--- config.mk ---
export PLATFORM = sky130hd
export DESIGN_NAME = ps2_key_decoder
export DESIGN_NICKNAME = d
export VERILOG_FILES = /design/src/rtl/ps2_key_pkg.sv /design/src/rtl/ps2_key_map.sv /design/src/rtl/ps2_key_decoder.sv
export SDC_FILE = /design/constraint.sdc
export NUM_CORES = 1
export LEC_CHECK = 0
export CORE_MARGIN = 4
export CORE_UTILIZATION = 49
export DETAILED_ROUTE_END_ITERATION = 8
export PLACE_DENSITY = 0.82
export SKIP_LAST_GASP = 1
export SLEW_MARGIN = 20
export SYNTH_ARGS = -nofsm -noshare
export SYNTH_HDL_FRONTEND = slang
export SYNTH_SLANG_ARGS = --single-unit
--- constraint.sdc ---
create_clock -name clk -period 7 [get_ports clk]
set_input_delay 1.75 -clock clk [delete_from_list [all_inputs] [get_ports clk]]
set_output_delay 1.75 -clock clk [all_outputs]
set_load 0.1 [all_outputs]
--- src/rtl/ps2_key_pkg.sv ---
// Shared constants for the PS/2 game-key decoder: key indices, scan codes and FSM states.
package ps2_key_pkg;

  localparam int unsigned NKEYS = 6;

  localparam logic [2:0] KEY_LEFT       = 3'd0;
  localparam logic [2:0] KEY_RIGHT      = 3'd1;
  localparam logic [2:0] KEY_UP         = 3'd2;
  localparam logic [2:0] KEY_DOWN       = 3'd3;
  localparam logic [2:0] KEY_GAME_RESET = 3'd4;
  localparam logic [2:0] KEY_ENTER      = 3'd5;

  localparam logic [7:0] SC_EXT   = 8'hE0;
  localparam logic [7:0] SC_BRK   = 8'hF0;
  localparam logic [7:0] SC_PAUSE = 8'hE1;
  localparam logic [7:0] SC_ACK   = 8'hFA;
  localparam logic [7:0] SC_BAT   = 8'hAA;
  localparam logic [7:0] SC_NULL  = 8'h00;
  localparam logic [7:0] SC_ERR   = 8'hFF;

  localparam logic [7:0] MK_LEFT       = 8'h1C;
  localparam logic [7:0] MK_RIGHT      = 8'h23;
  localparam logic [7:0] MK_UP         = 8'h1D;
  localparam logic [7:0] MK_DOWN       = 8'h1B;
  localparam logic [7:0] MK_GAME_RESET = 8'h2D;
  localparam logic [7:0] MK_ENTER      = 8'h29;

  localparam logic [7:0] EX_LEFT  = 8'h6B;
  localparam logic [7:0] EX_RIGHT = 8'h74;
  localparam logic [7:0] EX_UP    = 8'h75;
  localparam logic [7:0] EX_DOWN  = 8'h72;

  // Bytes following E1 in the Pause make sequence.
  localparam logic [2:0] PAUSE_SKIP = 3'd7;

  typedef enum logic [2:0] {
    ST_IDLE,
    ST_EXT,
    ST_BRK,
    ST_EXT_BRK,
    ST_SKIP
  } state_t;

  function automatic logic is_prefix(input logic [7:0] code);
    return (code == SC_EXT) || (code == SC_BRK);
  endfunction

endpackage

--- src/rtl/ps2_key_map.sv ---
// Combinational lookup from (extended flag, scan code) to decoded game-key index.
module ps2_key_map
  import ps2_key_pkg::*;
(
  input  logic       ext,
  input  logic [7:0] code,
  input  logic       en_arrows,
  output logic       hit,
  output logic [2:0] idx
);

  always_comb begin
    hit = 1'b0;
    idx = KEY_LEFT;
    if (!ext) begin
      case (code)
        MK_LEFT:       begin hit = 1'b1; idx = KEY_LEFT;       end
        MK_RIGHT:      begin hit = 1'b1; idx = KEY_RIGHT;      end
        MK_UP:         begin hit = 1'b1; idx = KEY_UP;         end
        MK_DOWN:       begin hit = 1'b1; idx = KEY_DOWN;       end
        MK_GAME_RESET: begin hit = 1'b1; idx = KEY_GAME_RESET; end
        MK_ENTER:      begin hit = 1'b1; idx = KEY_ENTER;      end
        default:       ;
      endcase
    end else if (en_arrows) begin
      case (code)
        EX_LEFT:  begin hit = 1'b1; idx = KEY_LEFT;  end
        EX_RIGHT: begin hit = 1'b1; idx = KEY_RIGHT; end
        EX_UP:    begin hit = 1'b1; idx = KEY_UP;    end
        EX_DOWN:  begin hit = 1'b1; idx = KEY_DOWN;  end
        default:  ;
      endcase
    end
  end

endmodule

--- src/rtl/ps2_key_decoder.sv ---
// Decodes PS/2 scan-code bytes into held-key levels plus one-cycle press/release pulses.
module ps2_key_decoder
  import ps2_key_pkg::*;
#(
  parameter int unsigned TIMEOUT_CYCLES = 2000000,
  parameter bit          EN_ARROWS      = 1'b1
) (
  input  logic       clk,
  input  logic       reset,
  input  logic       rx_done_tick,
  input  logic [7:0] scan_code,
  output logic [5:0] key_held,
  output logic [5:0] key_press,
  output logic [5:0] key_release,
  output logic       frame_err
);

  localparam int unsigned CW = (TIMEOUT_CYCLES > 1) ? $clog2(TIMEOUT_CYCLES) : 1;
  localparam logic [CW-1:0] TO_LAST = CW'(TIMEOUT_CYCLES - 1);

  state_t      state;
  state_t      eff_state;
  logic [CW-1:0] tout_cnt;
  logic [2:0]  skip_cnt;
  logic        in_prefix;
  logic        expire;
  logic        map_ext;
  logic        map_hit;
  logic [2:0]  map_idx;

  // A byte arriving on the expiry cycle is decoded as if the prefix had already been dropped.
  always_comb begin
    in_prefix = (state == ST_EXT) || (state == ST_BRK) || (state == ST_EXT_BRK);
    expire    = in_prefix && (tout_cnt == TO_LAST);
    eff_state = expire ? ST_IDLE : state;
    map_ext   = (eff_state == ST_EXT) || (eff_state == ST_EXT_BRK);
  end

  ps2_key_map u_map (
    .ext       (map_ext),
    .code      (scan_code),
    .en_arrows (EN_ARROWS),
    .hit       (map_hit),
    .idx       (map_idx)
  );

  always_ff @(posedge clk or negedge reset) begin
    if (!reset) begin
      state       <= ST_IDLE;
      tout_cnt    <= '0;
      skip_cnt    <= '0;
      key_held    <= '0;
      key_press   <= '0;
      key_release <= '0;
      frame_err   <= 1'b0;
    end else begin
      key_press   <= '0;
      key_release <= '0;
      frame_err   <= expire;
      state       <= eff_state;

      if (rx_done_tick || expire || !in_prefix) tout_cnt <= '0;
      else                                      tout_cnt <= tout_cnt + CW'(1);

      if (rx_done_tick) begin
        case (eff_state)
          ST_IDLE: begin
            if (scan_code == SC_EXT) begin
              state <= ST_EXT;
            end else if (scan_code == SC_BRK) begin
              state <= ST_BRK;
            end else if (scan_code == SC_PAUSE) begin
              state    <= ST_SKIP;
              skip_cnt <= PAUSE_SKIP;
            end else if (!(scan_code inside {SC_ACK, SC_BAT, SC_NULL, SC_ERR})
                         && map_hit && !key_held[map_idx]) begin
              key_held[map_idx]  <= 1'b1;
              key_press[map_idx] <= 1'b1;
            end
          end
          ST_EXT: begin
            if (scan_code == SC_BRK) begin
              state <= ST_EXT_BRK;
            end else if (scan_code == SC_EXT) begin
              frame_err <= 1'b1;
            end else begin
              state <= ST_IDLE;
              if (map_hit && !key_held[map_idx]) begin
                key_held[map_idx]  <= 1'b1;
                key_press[map_idx] <= 1'b1;
              end
            end
          end
          ST_BRK, ST_EXT_BRK: begin
            state <= ST_IDLE;
            if (is_prefix(scan_code)) begin
              frame_err <= 1'b1;
            end else if (map_hit && key_held[map_idx]) begin
              key_held[map_idx]    <= 1'b0;
              key_release[map_idx] <= 1'b1;
            end
          end
          ST_SKIP: begin
            skip_cnt <= skip_cnt - 3'd1;
            if (skip_cnt <= 3'd1) state <= ST_IDLE;
          end
          default: state <= ST_IDLE;
        endcase
      end
    end
  end

endmodule

# [After elaboration in Yosys (flattened, before gate mapping)]
# Index checks and enable logic that the tools add are counted.
[word_totals] register_bits=46 inputBits=11 output_inout_bits=19 word_cells=126
[op_classes] n_addsub=2 n_lt_le_gt_ge=3 n_eq_ne=34 n_mux=52 n_bitwise=3 reduce_logical=25
[op_table] operator="$mux W6" count=21
[op_table] operator="$eq A8 B8 Y1 const B" count=6
[op_table] operator="$mux W3" count=12
[op_table] operator="$eq A8 B7 Y1 const B" count=4
[op_table] operator="$eq A8 B5 Y1 const B" count=3
[op_table] operator="$eq A8 B6 Y1 const B" count=3
[op_table] operator="$add A21 B1 Y21 const B" count=1
[op_table] operator="$eq A21 B21 Y1 const B" count=1
[op_table] operator="$mux W21" count=1
[op_table] operator="$ne A2 B2 Y1 const B" count=9
[op_table] operator="$pmux W6 S3" count=1
[op_table] operator="$pmux W3 S5" count=1
[op_table] operator="$eq A3 B2 Y1 const B" count=4
[op_table] operator="$pmux W6 S2" count=1
[op_table] operator="$reduce_and A11 Y1" count=1
[op_table] operator="$mux W1" count=9
[op_table] operator="$pmux W3 S3" count=1
[op_table] operator="$logic_not A8 Y1" count=1
[op_table] operator="$and A6 B6 Y6" count=1
[op_table] operator="$eq A3 B1 Y1 const B" count=2
[op_table] operator="$logic_and A1 B1 Y1" count=6
[op_table] operator="$logic_or A1 B1 Y1" count=6
[op_table] operator="$not A6 Y6" count=1
[op_table] operator="$or A6 B6 Y6" count=1
[op_table] operator="other kinds (20)" count=22

# [Logic depth before layout (Yosys ltp)]
[logic_depth] word_depth=18 depth_mapped=10 depth_no_buf=8

# [Cells and area by module]
# From an unflattened synthesis, not the netlist that was laid out.
[unflattened] hier_cells=262 hier_area_um2=2496.1
[by_module_without_submodules] module="ps2_key_decoder" n_inst=1 cells_per_inst=230 area_each_um2=2277.2 seq_area_each_um2=1151.1
[by_module_without_submodules] module="ps2_key_map" n_inst=1 cells_per_inst=32 area_each_um2=219.0 seq_area_each_um2=0.0

# [Least setup slack after synthesis]
# No wires, ideal clock.
[synth_path] path_type="input port to flip-flop" startpoint="in scan_code[4]" endpoint="reg (tool-made name)" setup_time_ps=124 arrival_ps=3768 t_required_ps=6876 slack_ps=3108 stages=8 n_path_buf=2 cell_sequence="clkbuf_1 > and4b_1 > o31a_1 > mux2_2 > or4b_4 > and3_4 > buf_6 > a211o_1"
[synth_rtl] item="from (decl)" line="ps2_key_decoder.sv:11" text="input logic [7:0] scan_code,"

==> reports/qor.yml <==
status: "completed"
fin_tns_setup_ps: 0
first_iter_violations: 133
power_frac_seq: 0.483
overflow: 0
synthTopCellsByArea: "dfrtp_1, nor2_1, xor2_1"
drtAntennaViolNets: 0
postSynth.asyncResetShare: 1.000
antenna_found_initial: 0
synthFlopType: "dfrtp_1"
power_frac_comb: 0.231
yosysUniqueCellTypes: 59
finalWirelength_mm: 5.494
min_period_ps: 4079
setup_viol: 0
ys_seq_elements: 46
syn_area_per_cell_um2: 9.454
power.share.clock: 0.286
final_max_slew_viol_count: 0
dr_wl_met3_um: 243
met2_length_mm: 2.609
synth_top_cell_by_area: "dfrtp_1"
cap_violations: 0
p_sw_frac: 0.3472
diodes: 0
syn_inst: 270
clk_pin_slew_ps: 90
finalHoldViolCount: 0
maxSlewHeadroom: 0.3440
cts_tree: "done"
grt_pass1_wl_mm: 9.839
cts_resized: 0
cp_max_fo: 11
mostFrequentLayoutCell: "dfrtp_1"
stdcell_area_mm2: 0.002978
areaGrowthSynthToFinish_pct: 16.67
yosysWarnings: 0
slowest_stage: "clkdlybuf4s50_1"
rsz0062_at_grt: "no"
place_area_mm2: 0.002882
avgRoutedWirePerCell_um: 14.93
ys_seq_area_frac: 0.4510
cp_top_family: "simple AND/OR/NAND/NOR gates"
layout_common_cells: "dfrtp_1, nor2_1, clkdlybuf4s50_1, nand2_1, xor2_1"
cp.required_ps: 7200
die_h_um: 80.18
slowest_delay_ps: 560
drc: 0
fin_cells: 368
fin_skew_ps: 8.128
r2r_slack_ps: 3660
cts_setup_buffers: 0
setup.worst_path.class: "in -> reg"
numCtsBuffers: 5
cts.sinks: 46
h-tree-depth: 2
p_sw_uw: 206.1
cp-end-kind: "flip-flop"
hold_path.class: "reg -> reg"
cts_buffer_depth: 2
cts_root_buf: "clkbuf_8"
dp_hpwl_mm: 3.990
grt_pass1_vias: 2145
syn-cell-area_mm2: 0.002552
worstMarginPinSlew_ps: 981.0
holdBufCountCts: 0
initial_core_util: 0.5030
globalRouteTotalUtil: 0.1954
die_w_um: 80.18
power_density_mw_per_mm2: 199.4
start_kind: "input pin"
wl_met1_mm: 2.535
dp.cells: 360
netlist.area_leader.share: 0.4510
ios: 30
worst-path-buf-inv: 1
grt_max_degree: 47
irDropWorstVdd_v: 0.0001781
nets: 311
drt_first_pass_iters: 4
insertion_delay_ps: 310
globalplace.congestion: 0.8470
worstPathArrival_ps: 4280
synth_nets: 284
finalCritPeriodShare: 0.5826
fmax_mhz: 245.2
layout-drive-gt1-share: 0.07047
die_area_mm2: 0.006428
p_leak_uw: 0.001188
power.internal_uw: 387.5
top_layer_used: "met4"
avgViaCountPerCell: 5.753
coreArea_mm2: 0.005075
synth-edff-count: 0
crit_chain: "clkdlybuf4s50_1 -> and4b_1 -> o31a_1 -> mux2_2 -> or4b_4 -> and3_4 -> a211o_1"
num_rows: 26
via_count: 2117
portBuffers: 29
-- metrics by stage --
stage,worst slack [ps],hold slack (ps),utilization,power [uW]
after floorplan,3108,454.9,-,390.6
after global placement,2697,470.3,0.5678,426.6
after detailed placement,2627,483.9,0.5678,429.2
after CTS,2950,496.5,0.5863,598.5
after global routing,2798,524.7,0.5868,621.2
final,2921,493.6,0.5868,593.6
-- worst register-to-register path, delay by kind of cell, from the launching register on --
family,cells,cell delay (ps)
and+or+nand+nor,4,1410
AOI/OAI and AO/OA,2,750
muxes,1,440
DFF,1,400
adders and majority gates,1,220
-- cell type report --
| cell class | instances | area [um2] |
|---|---|---|
| fill | 444 | 2097 |
| multi-input combinational | 208 | 1331 |
| sequential | 46 | 1151 |
| timing repair buffer | 29 | 287.8 |
| tap | 70 | 87.58 |
| clock buffer | 5 | 68.82 |
| inverter | 7 | 26.28 |
| clock inverter | 3 | 25.02 |
-- final timing paths --
path                              startpoint            to  cells past startpoint
worst max register to register   tout_cnt[0]     flip-flop                      8
min in group asynchronous              reset  key_press[2]                      1
worst max-delay path            scan_code[4]     flip-flop                      7
worst min-delay path             tout_cnt[0]   tout_cnt[0]                      1
max in group asynchronous              reset  tout_cnt[13]                      1
worst min register to register   tout_cnt[0]   tout_cnt[0]                      1
-- layer usage --
layer,track usage,vias up
met2,0.3104,61
li1,-,1025
met3,0.03700,9
met1,0.2588,1022
met4,0.08615,0
met5,0,-
-- synth_stat cells (2+ instances only) --
library cell and count:
a21oi_1 4, a22oi_1 2, a31oi_1 4, a41oi_1 2, and2_1 5, and3_1 2
and3b_1 5, and4b_1 2, buf_2 2, clkbuf_1 6, dfrtp_1 46, ha_1 3
inv_1 7, mux2_2 3, mux2i_1 2, nand2_1 19, nand2b_1 2, nand3_1 12
nand4_1 10, nor2_1 36, nor2b_1 7, nor3_1 9, nor3b_1 3, nor4b_1 3
nor4bb_1 3, o21a_1 3, o21ai_0 13, o21ai_1 4, or2_2 2, or3_1 2
xnor2_1 6, xor2_1 14
-- power by group through the flow --
stage	logic [uW]	clock network, uW	registers, uW
final	137	170	287
after global routing	148	185	288
after detailed placement	138	0	291
after floorplan	41.0	0	350
after CTS	138	174	286
after global placement	136	0	291
-- cells by family after synthesis --
| logic type | after synthesis | share of synthesized area |
|---|---|---|
| DFF | 46 | 0.4510 |
| muxes | 5 | 0.02108 |
| and+or+nand+nor | 132 | 0.2892 |
| AOI/OAI and AO/OA | 48 | 0.1279 |
| buffers and inverters | 16 | 0.02745 |
| adders and majority gates | 3 | 0.01471 |
| xor gates and xnor gates | 20 | 0.06863 |
Power figures use the tool's default switching activity.
==> edit 1: new RTL, same flow settings <==
`TIMEOUT_CYCLES`: 2000000 -> 8000000.
--- a/src/rtl/ps2_key_decoder.sv
+++ b/src/rtl/ps2_key_decoder.sv
@@ -4,3 +4,3 @@
 #(
-  parameter int unsigned TIMEOUT_CYCLES = 2000000,
+  parameter int unsigned TIMEOUT_CYCLES = 8000000,
   parameter bit          EN_ARROWS      = 1'b1
Behaviour: same outputs for any inputs over 4 cycles, from zero or initial values and one cycle with reset low; that may be too few to reach the edited logic, so the function may still have changed.
==> edit 1 against the unedited design <==
Cell area up 4.8%; routed wire length increased by 1.7%; area after synthesis increased by 4.3%; sequential cell count grew 2; die area rose by 3.9%; global-route usage decreased by 1.0 points; critical path depth is the same; setup slack worse by 300 ps; count of clock-buffer cells in the layout is the same.
Power is not compared: it rests on default switching activity, and its combinational part moved more than twofold at a synthesized area within 25%.
==> edit 1: results (changes against the unedited design) <==
stage,metric,value,unit,change
status,status,"finished, final reports clean",,unchanged
grt,vias in the first global route,2074,,was 2145
worst_setup_path,r2r setup slk,3920,ps,was 3660 ps
worst_setup_path,Setup crit start,scan_code[3],,was scan_code[4]
worst_setup_path,CP max-delay cell,mux2i_2,,was clkdlybuf4s50_1
worst_setup_path,CP arrival,4570,ps,was 4280 ps
grt,grt met2 use,30.9,%,was 31.0%
synthesis,Synth Net Count,291,,was 284
clock_tree,"Clk pin slew, worst setup/hold paths",90,ps,about the same
grt,GRT met3 Usage,3.51,%,was 3.70%
synthesis,Compound-Gate Fraction of Synth Area,13.3,%,was 12.8%
worst_setup_path,length in cells of the worst reg-to-reg path,6,,was 8
route,DR vias/cell,5.76,,was 5.75
cells_and_area,layout cells sized above 1,7.84,%,was 7.05%
place,IO Port Bufs,29,,unchanged
sta,Final setup violation count,0,,unchanged
grt,largest net degree at the start of global routing,49,,was 47
worst_setup_path,critical path type,in -> reg,,unchanged
place,Final GP Congestion,0.911,,was 0.847
sta,max_slew headroom,35.1,%,was 34.4%
synthesis,post-synthesis mux area share,3.24,%,was 2.11%
clock_tree,Inserted Clock Buffers,5,,unchanged
synthesis,Adder-Cell Fraction of Synth Area,0.940,%,was 1.47%
grt,initial antenna violation count,0,,unchanged
synthesis,post-synthesis xor/xnor area fraction,6.91,%,was 6.86%
route,routed len/inst,14.9,um,about the same
power,P_clk,205,uW,
grt,gr usage total,18.5,%,was 19.5%
clock_tree,Post-CTS Setup Inserts,0,,unchanged
worst_setup_path,Crit path max-delay family,simple AND/OR/NAND/NOR gates,,unchanged
synthesis,"Seq/Total Area, Yosys",45.1,%,about the same
synthesis,Synth cell types,50,,was 59
sta,Fin Clk Skew,12.3,ps,was 8.13 ps
cells_and_area,layout filler cell count,406,,was 444
synthesis,Synth area leaders,"dfrtp_1 (45%), nor2_1 (5.1%), xor2_1 (4.3%), nand3_1 (3.9%), xnor2_1 (2.6%)",,"was dfrtp_1 (45%), nor2_1 (5.3%), xor2_1 (4.8%), nand2_1 (2.8%), o21ai_0 (2.5%)"
place,Post-DP HPWL,3990,um,about the same
worst_setup_path,worst r2r src,tout_cnt[5]$_DFF_PN0_,,was tout_cnt[0]$_DFF_PN0_
sta,post-route setup slack,2620,ps,was 2920 ps
place,Post-Place Setup Slack,2340,ps,was 2630 ps
synthesis,top post-synthesis cells by count,"dfrtp_1 (48), nor2_1 (36), nand3_1 (21)",,"was dfrtp_1 (46), nor2_1 (36), nand2_1 (19)"
grt,met1 GRT Util,24.0,%,was 25.9%
worst_setup_path,max incr delay on CP,690,ps,was 560 ps
cells_and_area,Final #Nets,318,,was 311
grt,first-pass GRT wire length,9620,um,was 9840 um
worst_setup_path,"critical path fanouts, max",19,,was 11
route,Iter 0 DRT Violations,67,,was 133
[edit 1: changes by cell type in the layout (fill, tap and decap cells not counted), moves of 4 or more]
cell | before | now
o21ai_0 | 13 | 3
nand3_1 | 12 | 21
a21oi_1 | 4 | 10
a21bo_2 | 0 | 4
and2_1 | 5 | 1
nor3b_1 | 3 | 7
o31ai_1 | 0 | 4
[edit 1: area by class of cell]
class	instances	share of cell area (%)
multi-input combinational	213	44.7
sequential	48	38.5
timing repair buffer	30	9.46
tap	70	2.81
clock buffer	5	2.20
clock inverter	3	1.48
inverter	7	0.842
[edit 1: metrics by stage]
step	instances	util, %	instance area (um2)	power, uW
after CTS	376	60.3	3120	560
after detailed placement	368	58.1	3000	356
after global placement	368	58.0	3000	355
after floorplan	278	-	2660	332
final	376	60.4	3120	556
after global routing	376	60.4	3120	579
[edit 1: worst min path at each step]
| stage | start | to | slack, ps | cells after the start |
|---|---|---|---|---|
| global placement | tout_cnt[0]$_DFF_PN0_ | tout_cnt[0]$_DFF_PN0_ | 470 | 1 |
| floorplan | tout_cnt[0]$_DFF_PN0_ | tout_cnt[0]$_DFF_PN0_ | 450 | 1 |
| global route | tout_cnt[0]$_DFF_PN0_ | tout_cnt[0]$_DFF_PN0_ | 510 | 1 |
| finish | tout_cnt[0]$_DFF_PN0_ | tout_cnt[0]$_DFF_PN0_ | 490 | 1 |
| CTS | tout_cnt[0]$_DFF_PN0_ | tout_cnt[0]$_DFF_PN0_ | 490 | 1 |
| detailed placement | tout_cnt[0]$_DFF_PN0_ | tout_cnt[0]$_DFF_PN0_ | 480 | 1 |
[edit 1: metal layers]
metal  part of all wire (%)  vias to the layer above  routed length (um)
li1                       -                     1051                   -
met1                     43                     1032                2380
met2                     50                       73                2800
met3                    5.7                       10                 319
met4                    1.6                        0                  87
met5                      0                        -                   0
==> edit 2: new RTL, same flow settings <==
Without the edit above. Add an input register stage for `rx_done_tick` and `scan_code`, without a reset; this delays them by one clock.
--- a/src/rtl/ps2_key_decoder.sv
+++ b/src/rtl/ps2_key_decoder.sv
@@ -19,2 +19,10 @@
   localparam logic [CW-1:0] TO_LAST = CW'(TIMEOUT_CYCLES - 1);
+
+  logic rx_done_tick_q;
+  logic [7:0] scan_code_q;
+
+  always_ff @(posedge clk) begin
+    rx_done_tick_q <= rx_done_tick;
+    scan_code_q    <= scan_code;
+  end
 
@@ -40,3 +48,3 @@
     .ext       (map_ext),
-    .code      (scan_code),
+    .code      (scan_code_q),
     .en_arrows (EN_ARROWS),
@@ -61,16 +69,16 @@
 
-      if (rx_done_tick || expire || !in_prefix) tout_cnt <= '0;
+      if (rx_done_tick_q || expire || !in_prefix) tout_cnt <= '0;
       else                                      tout_cnt <= tout_cnt + CW'(1);
 
-      if (rx_done_tick) begin
+      if (rx_done_tick_q) begin
         case (eff_state)
           ST_IDLE: begin
-            if (scan_code == SC_EXT) begin
+            if (scan_code_q == SC_EXT) begin
               state <= ST_EXT;
-            end else if (scan_code == SC_BRK) begin
+            end else if (scan_code_q == SC_BRK) begin
               state <= ST_BRK;
-            end else if (scan_code == SC_PAUSE) begin
+            end else if (scan_code_q == SC_PAUSE) begin
               state    <= ST_SKIP;
               skip_cnt <= PAUSE_SKIP;
-            end else if (!(scan_code inside {SC_ACK, SC_BAT, SC_NULL, SC_ERR})
+            end else if (!(scan_code_q inside {SC_ACK, SC_BAT, SC_NULL, SC_ERR})
                          && map_hit && !key_held[map_idx]) begin
@@ -81,5 +89,5 @@
           ST_EXT: begin
-            if (scan_code == SC_BRK) begin
+            if (scan_code_q == SC_BRK) begin
               state <= ST_EXT_BRK;
-            end else if (scan_code == SC_EXT) begin
+            end else if (scan_code_q == SC_EXT) begin
               frame_err <= 1'b1;
@@ -95,3 +103,3 @@
             state <= ST_IDLE;
-            if (is_prefix(scan_code)) begin
+            if (is_prefix(scan_code_q)) begin
               frame_err <= 1'b1;
Function: changed (a bounded check fails within 4 cycles, from zero or initial values and one cycle with reset low).
==> edit 2 against the unedited design <==
Routed wire length up 3.6%; non-clock buffer count unchanged; power down 1.3%; sequential cell count up 9; cell area up 10%; area after synthesis up 14%; setup slack better by 390 ps; worst hold slack worse by 11 ps; highest routed layer unchanged.
==> edit 2: results (changes against the unedited design) <==
stage,metric,value,unit,change
status,status,"finished, final reports clean",,unchanged
worst_setup_path,"critical path fanouts, max",5,,was 11
clock_tree,# H-tree levels,2,,unchanged
clock_tree,Inserted Clock Buffers,5,,unchanged
clock_tree,CTS root buf,clkbuf_8,,unchanged
power,VDD IR max,113,uV,was 178 uV
clock_tree,post-CTS sizing,0,,unchanged
place,Post-Place Setup Slack,3580,ps,was 2630 ps
worst_setup_path,max incr delay on CP,1170,ps,was 560 ps
clock_tree,CTS max path bufs,2,,unchanged
power,sw power,162,uW,was 206 uW
cells_and_area,layout filler cell count,487,,was 444
place,Final GP Congestion,0.865,,was 0.847
route,DR vias/cell,5.74,,was 5.75
hold_path,Hold WC Path Type,reg -> reg,,unchanged
cells_and_area,antenna fix cells,0,,unchanged
synthesis,top post-synthesis cells by count,"dfrtp_1 (46), nor2_1 (44), nand3_1 (17)",,"was dfrtp_1 (46), nor2_1 (36), nand2_1 (19)"
synthesis,"Seq/Total Area, Yosys",45.8,%,was 45.1%
power,Leakage,0.00134,uW,was 0.00119 uW
sta,Fin Clk Skew,5.31,ps,was 8.13 ps
grt,largest net degree at the start of global routing,47,,unchanged
cells_and_area,layout cells sized above 1,8.18,%,was 7.05%
route,Iter 0 DRT Violations,154,,was 133
sta,max_slew headroom,33.8,%,was 34.4%
clock_tree,clock latency on the worst-skew pair,310,ps,about the same
synthesis,Synth area leaders,"dfrtp_1 (40%), dfxtp_1 (6.2%), nor2_1 (5.7%), xor2_1 (4.2%), nand3_1 (2.9%)",,"was dfrtp_1 (45%), nor2_1 (5.3%), xor2_1 (4.8%), nand2_1 (2.8%), o21ai_0 (2.5%)"
route,routed len/inst,14.6,um,was 14.9 um
clock_tree,Post-CTS Setup Inserts,0,,unchanged
worst_setup_path,CP max-delay cell,clkdlybuf4s50_1,,unchanged
place,IO Port Bufs,29,,unchanged
route,drt pass-1 iters,4,,unchanged
synthesis,Async SR Flop Fraction,83.6,%,was 100%
grt,vias in the first global route,2139,,was 2145
worst_setup_path,CP arrival,1940,ps,was 4280 ps
clock_tree,"Clk pin slew, worst setup/hold paths",90,ps,about the same
grt,initial antenna violation count,0,,unchanged
grt,gr usage total,16.7,%,was 19.5%
cells_and_area,Final #Nets,331,,was 311
worst_setup_path,Crit path max-delay family,buffers and inverters,,was simple AND/OR/NAND/NOR gates
synthesis,Synth Net Count,310,,was 284
synthesis,Synth cell types,64,,was 59
grt,first-pass GRT wire length,9890,um,was 9840 um
synthesis,Syn. warnings,0,,unchanged
place,Post-DP HPWL,4230,um,was 3990 um
edit 2: cell families after synthesis:
logic type	Yosys count	synth area share, %
and+or+nand+nor	138	26.1
adders and majority gates	3	1.29
DFF	55	45.8
buffers and inverters	26	4.22
muxes	4	2.28
AOI/OAI and AO/OA	50	14.3
xor gates and xnor gates	20	6.02
edit 2: layer usage:
| metal | part of all wire, % | track usage, % | wire length, um |
|---|---|---|---|
| met2 | 48 | 27.4 | 2710 |
| met3 | 4.6 | 3.59 | 264 |
| met4 | 1.9 | 6.04 | 106 |
| met5 | 0 | 0 | 0 |
| met1 | 46 | 21.8 | 2610 |
edit 2: cell type report:
class,instances,share of cell area [%]
multi-input cells,215,44.2
clock buffers,6,2.21
well taps,72,2.74
flip-flops and latches,55,40.5
clock inverters,2,0.380
repair buffers,29,8.75
inverters,11,1.26
edit 2: path summary, 6_finish.rpt:
| check | start | to | slack [ps] | cells after the start |
|---|---|---|---|---|
| worst max-delay path | flop | key_held[1] | 3310 | 1 |
| worst min-delay path | tout_cnt[0]$_DFF_PN0_ | tout_cnt[0]$_DFF_PN0_ | 480 | 1 |
| worst max register to register | tout_cnt[11]$_DFF_PN0_ | flop | 3550 | 7 |
| worst min register to register | tout_cnt[0]$_DFF_PN0_ | tout_cnt[0]$_DFF_PN0_ | 480 | 1 |
| max in group asynchronous | reset | tout_cnt[15]$_DFF_PN0_ | 5200 | 1 |
| min in group asynchronous | reset | key_press[2]$_DFF_PN0_ | 1430 | 1 |
edit 2: through the flow:
step                      power, uW  utilization, %  instance area [um2]  hold slack (ps)  std cells
after floorplan                 400               -                 2910              448        296
after global placement          420            56.8                 3200              469        382
after detailed placement        422            56.8                 3200              473        382
after CTS                       592            58.3                 3290              487        390
after global routing            612            58.3                 3290              541        390
final                           586            58.3                 3290              483        390
edit 2: power groups by stage:
stage,logic [uW],registers (uW),clock network (uW)
after floorplan,48.1,352,0
after global placement,77.1,343,0
after detailed placement,78.4,343,0
after CTS,78.9,337,177
after global routing,86.6,339,187
final,78.4,337,170
